### config.mk
export PLATFORM = sky130hd
export DESIGN_NAME = npu_fc_argmax_stage_flat
export DESIGN_NICKNAME = d
export VERILOG_FILES = /design/src/rtl/npu_fc_argmax_stage_if.sv /design/src/rtl/npu_fc_argmax_stage.sv /design/src/flat_wrapper.sv
export SDC_FILE = /design/constraint.sdc
export NUM_CORES = 1
export LEC_CHECK = 0
export BUFFER_PORTS_ARGS = -buffer_cell sky130_fd_sc_hd__buf_2
export CAP_MARGIN = 20
export CORE_MARGIN = 3
export CORE_UTILIZATION = 55
export DETAILED_ROUTE_END_ITERATION = 8
export PLACE_DENSITY = 0.77
export SLEW_MARGIN = 10
export SYNTH_ARGS = -nofsm -noshare
export SYNTH_HDL_FRONTEND = slang
export SYNTH_SLANG_ARGS = --single-unit
### constraint.sdc
create_clock -name clkext -period 8.5 [get_ports clkext]
set_input_delay 1.7 -clock clkext [delete_from_list [all_inputs] [get_ports clkext]]
set_output_delay 1.7 -clock clkext [all_outputs]
set_load 0.05 [all_outputs]
### src/rtl/npu_fc_argmax_stage_if.sv
// Handshake and FIFO-side bundle for npu_fc_argmax_stage.
// The master drives beats and pops; the slave is the stage itself.
interface npu_fc_argmax_stage_if #(
   parameter int LANES  = 4,
   parameter int DATA_W = 8,
   parameter int IDX_W  = $clog2(LANES)
);
   logic                      in_valid;
   logic                      in_ready;
   logic                      in_last;
   logic [DATA_W-1:0]         in_x;
   logic [LANES*DATA_W-1:0]   in_w;
   logic                      rd_en;
   logic [IDX_W+DATA_W-1:0]   data_out;
   logic                      full;
   logic                      empty;
   logic                      busy;

   modport master (
      output in_valid, in_last, in_x, in_w, rd_en,
      input  in_ready, data_out, full, empty, busy
   );

   modport slave (
      input  in_valid, in_last, in_x, in_w, rd_en,
      output in_ready, data_out, full, empty, busy
   );
endinterface

### src/rtl/npu_fc_argmax_stage.sv
// FC output stage: LANES MAC accumulators, ReLU, sequential argmax, show-ahead record FIFO.
// Define NPU_FC_ACC_SAT_EN for saturating accumulators; otherwise they wrap two's complement.
//
// state   | meaning
// --------+----------------------------------------------------------
// ST_ACC  | accept beats, accumulate x*w into every lane
// ST_SCAN | compare one lane per cycle against the running best
// ST_PUSH | write {best_idx, clipped best} once the FIFO has room
module npu_fc_argmax_stage #(
   parameter int LANES  = 4,
   parameter int DATA_W = 8,
   parameter int ACC_W  = 20,
   parameter int DEPTH  = 8,
   parameter int IDX_W  = $clog2(LANES)
) (
   input logic                  clkext,
   input logic                  rst,
   npu_fc_argmax_stage_if.slave bus
);

   localparam int PROD_W = 2*DATA_W + 1;
   localparam int PTR_W  = $clog2(DEPTH);
   localparam int REC_W  = IDX_W + DATA_W;
   localparam logic [ACC_W-1:0] CLIP_MAX = {{(ACC_W-DATA_W){1'b0}}, {DATA_W{1'b1}}};

   typedef enum logic [1:0] {ST_ACC, ST_SCAN, ST_PUSH} state_t;

   state_t                  state, state_nxt;
   logic signed [ACC_W-1:0] acc     [LANES];
   logic signed [ACC_W-1:0] acc_upd [LANES];
   logic signed [PROD_W-1:0] prod   [LANES];
   logic [IDX_W-1:0]        scan_idx;
   logic                    scan_last;
   logic [ACC_W-1:0]        best;
   logic [IDX_W-1:0]        best_idx;
   logic [ACC_W-1:0]        relu_val;
   logic [DATA_W-1:0]       rec_val;
   logic                    beat_acc, scan_en, push_en, push_ok;

   logic [REC_W-1:0]        mem [DEPTH];
   logic [PTR_W-1:0]        wr_ptr, rd_ptr;
   logic [PTR_W:0]          count, cnt_nxt;
   logic                    full_q, empty_q, do_rd;

   assign scan_last = (scan_idx == IDX_W'(LANES-1));
   assign do_rd     = bus.rd_en && !empty_q;
   // A pop on the same edge frees the slot the pending record needs.
   assign push_ok   = !full_q || do_rd;
   assign beat_acc  = bus.in_valid && bus.in_ready;

   always_ff @(posedge clkext or posedge rst) begin
      if (rst) state <= ST_ACC;
      else     state <= state_nxt;
   end

   always_comb begin
      state_nxt = state;
      case (state)
         ST_ACC:  if (beat_acc && bus.in_last) state_nxt = ST_SCAN;
         ST_SCAN: if (scan_last)               state_nxt = ST_PUSH;
         ST_PUSH: if (push_ok)                 state_nxt = ST_ACC;
         default:                              state_nxt = ST_ACC;
      endcase
   end

   always_comb begin
      bus.in_ready = 1'b0;
      bus.busy     = 1'b1;
      scan_en      = 1'b0;
      push_en      = 1'b0;
      case (state)
         ST_ACC: begin
            bus.in_ready = 1'b1;
            bus.busy     = 1'b0;
         end
         ST_SCAN: scan_en = 1'b1;
         ST_PUSH: push_en = push_ok;
         default: ;
      endcase
   end

`ifdef NPU_FC_ACC_SAT_EN
   localparam int SUM_W = ((ACC_W > PROD_W) ? ACC_W : PROD_W) + 1;
   localparam logic signed [SUM_W-1:0] ACC_MAX = {{(SUM_W-ACC_W+1){1'b0}}, {(ACC_W-1){1'b1}}};
   localparam logic signed [SUM_W-1:0] ACC_MIN = {{(SUM_W-ACC_W+1){1'b1}}, {(ACC_W-1){1'b0}}};
   logic signed [SUM_W-1:0] sum [LANES];
`endif

   always_comb begin
      for (int i = 0; i < LANES; i++) begin
         prod[i] = PROD_W'(signed'({1'b0, bus.in_x})) *
                   PROD_W'(signed'(bus.in_w[i*DATA_W +: DATA_W]));
`ifdef NPU_FC_ACC_SAT_EN
         sum[i] = SUM_W'(acc[i]) + SUM_W'(prod[i]);
         if (sum[i] > ACC_MAX)      acc_upd[i] = {1'b0, {(ACC_W-1){1'b1}}};
         else if (sum[i] < ACC_MIN) acc_upd[i] = {1'b1, {(ACC_W-1){1'b0}}};
         else                       acc_upd[i] = sum[i][ACC_W-1:0];
`else
         acc_upd[i] = acc[i] + ACC_W'(prod[i]);
`endif
      end
   end

   always_ff @(posedge clkext or posedge rst) begin
      if (rst) begin
         for (int i = 0; i < LANES; i++) acc[i] <= '0;
      end else if (push_en) begin
         for (int i = 0; i < LANES; i++) acc[i] <= '0;
      end else if (beat_acc) begin
         for (int i = 0; i < LANES; i++) acc[i] <= acc_upd[i];
      end
   end

   assign relu_val = acc[scan_idx][ACC_W-1] ? '0 : acc[scan_idx];

   // Strict compare keeps the lowest index on ties.
   always_ff @(posedge clkext or posedge rst) begin
      if (rst) begin
         scan_idx <= '0;
         best     <= '0;
         best_idx <= '0;
      end else if (scan_en) begin
         if (scan_idx == '0 || relu_val > best) begin
            best     <= relu_val;
            best_idx <= scan_idx;
         end
         scan_idx <= scan_last ? '0 : scan_idx + 1'b1;
      end
   end

   assign rec_val = (best > CLIP_MAX) ? '1 : best[DATA_W-1:0];

   always_comb begin
      cnt_nxt = count;
      if (push_en && !do_rd)      cnt_nxt = count + 1'b1;
      else if (!push_en && do_rd) cnt_nxt = count - 1'b1;
   end

   always_ff @(posedge clkext or posedge rst) begin
      if (rst) begin
         wr_ptr  <= '0;
         rd_ptr  <= '0;
         count   <= '0;
         full_q  <= 1'b0;
         empty_q <= 1'b1;
      end else begin
         if (push_en) wr_ptr <= wr_ptr + 1'b1;
         if (do_rd)   rd_ptr <= rd_ptr + 1'b1;
         count   <= cnt_nxt;
         full_q  <= (cnt_nxt == (PTR_W+1)'(DEPTH));
         empty_q <= (cnt_nxt == '0);
      end
   end

   always_ff @(posedge clkext) begin
      if (push_en) mem[wr_ptr] <= {best_idx, rec_val};
   end

   assign bus.data_out = empty_q ? '0 : mem[rd_ptr];
   assign bus.full     = full_q;
   assign bus.empty    = empty_q;

endmodule

### src/flat_wrapper.sv
// flat-port wrapper written by rule: the top's interface ports become plain ports
module npu_fc_argmax_stage_flat 
#(
   parameter int LANES  = 4,
   parameter int DATA_W = 8,
   parameter int ACC_W  = 20,
   parameter int DEPTH  = 8,
   parameter int IDX_W  = $clog2(LANES)
)
  (clkext, rst, bus_in_valid, bus_in_last, bus_in_x, bus_in_w, bus_rd_en, bus_in_ready, bus_data_out, bus_full, bus_empty, bus_busy);
  npu_fc_argmax_stage_if #(.LANES(LANES), .DATA_W(DATA_W), .IDX_W(IDX_W)) bus_i ();
  input logic clkext;
  input logic rst;
  input wire logic [$bits(bus_i.in_valid)-1:0] bus_in_valid;
  input wire logic [$bits(bus_i.in_last)-1:0] bus_in_last;
  input wire logic [$bits(bus_i.in_x)-1:0] bus_in_x;
  input wire logic [$bits(bus_i.in_w)-1:0] bus_in_w;
  input wire logic [$bits(bus_i.rd_en)-1:0] bus_rd_en;
  output wire logic [$bits(bus_i.in_ready)-1:0] bus_in_ready;
  output wire logic [$bits(bus_i.data_out)-1:0] bus_data_out;
  output wire logic [$bits(bus_i.full)-1:0] bus_full;
  output wire logic [$bits(bus_i.empty)-1:0] bus_empty;
  output wire logic [$bits(bus_i.busy)-1:0] bus_busy;
  assign bus_i.in_valid = bus_in_valid;
  assign bus_i.in_last = bus_in_last;
  assign bus_i.in_x = bus_in_x;
  assign bus_i.in_w = bus_in_w;
  assign bus_i.rd_en = bus_rd_en;
  assign bus_in_ready = bus_i.in_ready;
  assign bus_data_out = bus_i.data_out;
  assign bus_full = bus_i.full;
  assign bus_empty = bus_i.empty;
  assign bus_busy = bus_i.busy;
  npu_fc_argmax_stage #(.LANES(LANES), .DATA_W(DATA_W), .ACC_W(ACC_W), .DEPTH(DEPTH), .IDX_W(IDX_W)) u_core (.clkext(clkext), .rst(rst), .bus(bus_i));
endmodule
==> impl_metrics.env <==
export IMPL_dr_wl_met3_mm=4.02
export IMPL_hpwl_mm=36.7
export IMPL_antenna_left=0
export IMPL_drive_above_1_share_pct=7.97
export IMPL_cts_max_level=4
export IMPL_worstSkewPairLatency_ns=0.48
export IMPL_worst_pin_slew_ns=1.11
export IMPL_numCtsBuffers=17
export IMPL_r2r_start="u_core.acc[66]"
export IMPL_start_util_pct=56.3
export IMPL_fmax_ghz=0.149
export IMPL_via_per_inst=5.98
export IMPL_wire_per_inst_microns=19.5
export IMPL_clock_sinks=197
export IMPL_routed_wl_met2_mm=23.8
export IMPL_die_area_sq_um=40200
export IMPL_drt_initial_drc_count=1478
export IMPL_dr_total_vias=15600
export IMPL_dr_pass1_iters=6
export IMPL_grt_max_degree=97
export IMPL_coreArea_sq_um=37000
export IMPL_clk_pin_slew_ns=0.09
export IMPL_critPathMaxStageDelay_ns=0.65
export IMPL_max_cap_violations=0
export IMPL_ys_types=61
export IMPL_wl_met1_mm=21.5
export IMPL_cts_tree="built"
export IMPL_synth_flop_cell="dfrtp_1"
export IMPL_yosys_warnings=0
export IMPL_cpMostUsedCell="fa_1"
export IMPL_yosysSeqAreaShare_pct=25.6
export IMPL_area_growth_pct=6.62
export IMPL_path_class="input pin to flop"
export IMPL_ys_seq_elements=197
export IMPL_wirelength_mm=50.9
export IMPL_portBuffers=58
export IMPL_cts_root_buf="clkbuf_16"
export IMPL_slew_headroom_pct=25.5
export IMPL_synthCells=2084
export IMPL_place_congestion=0.910
export IMPL_hold_viol=0
export IMPL_tns_ns=0
export IMPL_worstPathCellList="buf_2, nand2_1, fa_1, fa_1, inv_1, fa_1, fa_1, fa_1, ha_1, o211ai_1, o211ai_1, a221oi_1, a31oi_1, xnor2_1, o21ai_0"
export IMPL_postCtsSetupRepairBufs=0
export IMPL_skew_ns=0.0212
export IMPL_syn_nets=2599
export IMPL_syn_avg_cell_area_sq_um=9.98
export IMPL_async_flop_share_pct=59.4
export IMPL_timing_critical_path_from="bus_in_x[2]"
export IMPL_die_w_microns=200
export IMPL_top_layer_used="met5"
export IMPL_synth_area_sq_um=20800
export IMPL_postCtsResizedCells=0
export IMPL_diodes=0
export IMPL_min_period_over_period_pct=79.0
export IMPL_min_delay_path_depth=1
export IMPL_nets=2611
export IMPL_r2r_setup_slack_ns=3.40
export IMPL_final_common_cell="inv_1"
export IMPL_clockBufferDepth=2
export IMPL_ios=59
export IMPL_overflow=0
export IMPL_cts_hold_buf=0
export IMPL_cp_arrival_ns=7.03
export IMPL_min_from="u_core.count[3]"
export IMPL_cp_data_required_time_ns=8.82
export IMPL_status="completed"
export IMPL_cp_start_kind="input pin"
export IMPL_grt_pass1_vias=16300
export IMPL_drc=0
export IMPL_cp_end_kind="flop"
export IMPL_grt_use_total_pct=26.0
export IMPL_rows=70
export IMPL_crit_path_max_fanout=32
export IMPL_fin_crit_ns=6.71
export IMPL_synth_edf_count=80
export IMPL_hold_class="flop to flop"
export IMPL_grt_first_pass_wirelength_mm=84.4
export IMPL_slew_violations=0
export IMPL_cpMaxStageDelayCell="a221oi_1"
export IMPL_dieHeight_microns=200
export IMPL_antenna_found_initial=3
export IMPL_setup_viol=0
export IMPL_r2r_cells=16
export IMPL_rsz0062_at_grt="false"
export IMPL_layout_common_cells="318 x inv_1, 265 x ha_1, 234 x nand2_1"
## state kept, by name (all words and copies together), names as in the netlist
signal and flops:
u_core.wr_ptr 3, u_core.state 2, u_core.scan_idx 2, u_core.bus.empty 1, u_core.count 4, u_core.bus.full 1
u_core.best 19, u_core.acc 80, u_core.best_idx 2, u_core.rd_ptr 3, u_core.mem 80
## kinds of logic (layout without fill, tap and decap cells)
family | Yosys count | after routing | share of synthesized area (%)
adders and majority gates | 470 | 470 | 35.7
DFF | 197 | 197 | 25.6
and+or+nand+nor | 613 | 613 | 14.5
xor gates and xnor gates | 62 | 62 | 2.61
muxes | 54 | 54 | 5.00
AOI/OAI and AO/OA | 280 | 280 | 8.96
buffers and inverters | 408 | 433 | 7.63
## cell usage after synthesis (14+ instances only)
cell      count  share of area, %
nand3_1      22              0.53
nand4_1      33              0.99
nor2b_1      27              0.81
ha_1        265                16
nand2_1     235               4.2
a21oi_1      76               1.8
and2_1      111               3.3
o311ai_1     18              0.76
nor2_1       88               1.6
mux2i_1      14              0.67
o21ai_0      71               1.7
dfrtp_1     116                14
clkbuf_1     59               1.1
edfxtp_1     80                12
mux4_2       40               4.3
a222oi_1     19              0.91
inv_1       319               5.8
xor2_1       21              0.88
nor3_1       23              0.55
xnor2_1      41               1.7
fa_1        205                20
nand2b_1     30              0.90
## area by class of cell
cell class / instances / area, sq um
Timing Repair Buffer: 81 / 482
Clock buffer: 17 / 425
Clock inverter: 15 / 185
Sequential cell: 197 / 5330
Inverter: 320 / 1200
Tap cell: 504 / 631
Multi-Input combinational cell: 1479 / 13900
Fill cell: 3028 / 14800
## layer usage
layer	up-vias	GRT usage, %
met5	-	0
li1	7046	-
met3	83	4.15
met4	6	8.93
met2	667	42.1
met1	7814	36.2
## worst paths after layout
kind	endpoint
hold reg to reg	u_core.count[3]
max in group asynchronous	u_core.acc[42]
setup reg to reg	u_core.acc[75]
hold / removal	u_core.count[3]
setup / recovery	u_core.acc[19]
min in group asynchronous	u_core.acc[63]
## critical path, delay by kind of cell
kind	cells	cell delay, ns
compound gates	5	1.28
xor+xnor	1	0.22
fa+ha+maj	6	2.97
buf+inv	2	0.65
simple gates	1	0.20
## stage by stage
step | worst slack, ns | hold slack (ns) | cell area, sq um | std cells | utilization, %
2_1_floorplan | 2.03 | 0.457 | 20800 | 2084 | -
3_3_place_gp | 1.59 | 0.485 | 21500 | 2578 | 58.3
3_5_place_dp | 1.41 | 0.504 | 21500 | 2578 | 58.3
4_1_cts | 1.88 | 0.519 | 22100 | 2610 | 59.9
5_1_grt | 1.58 | 0.543 | 22200 | 2613 | 60.0
6_report | 1.79 | 0.512 | 22200 | 2613 | 60.0
Power is left out: the tool's default activity adds up to more than one toggle a clock period on the data nets, which glitch-free logic cannot reach.
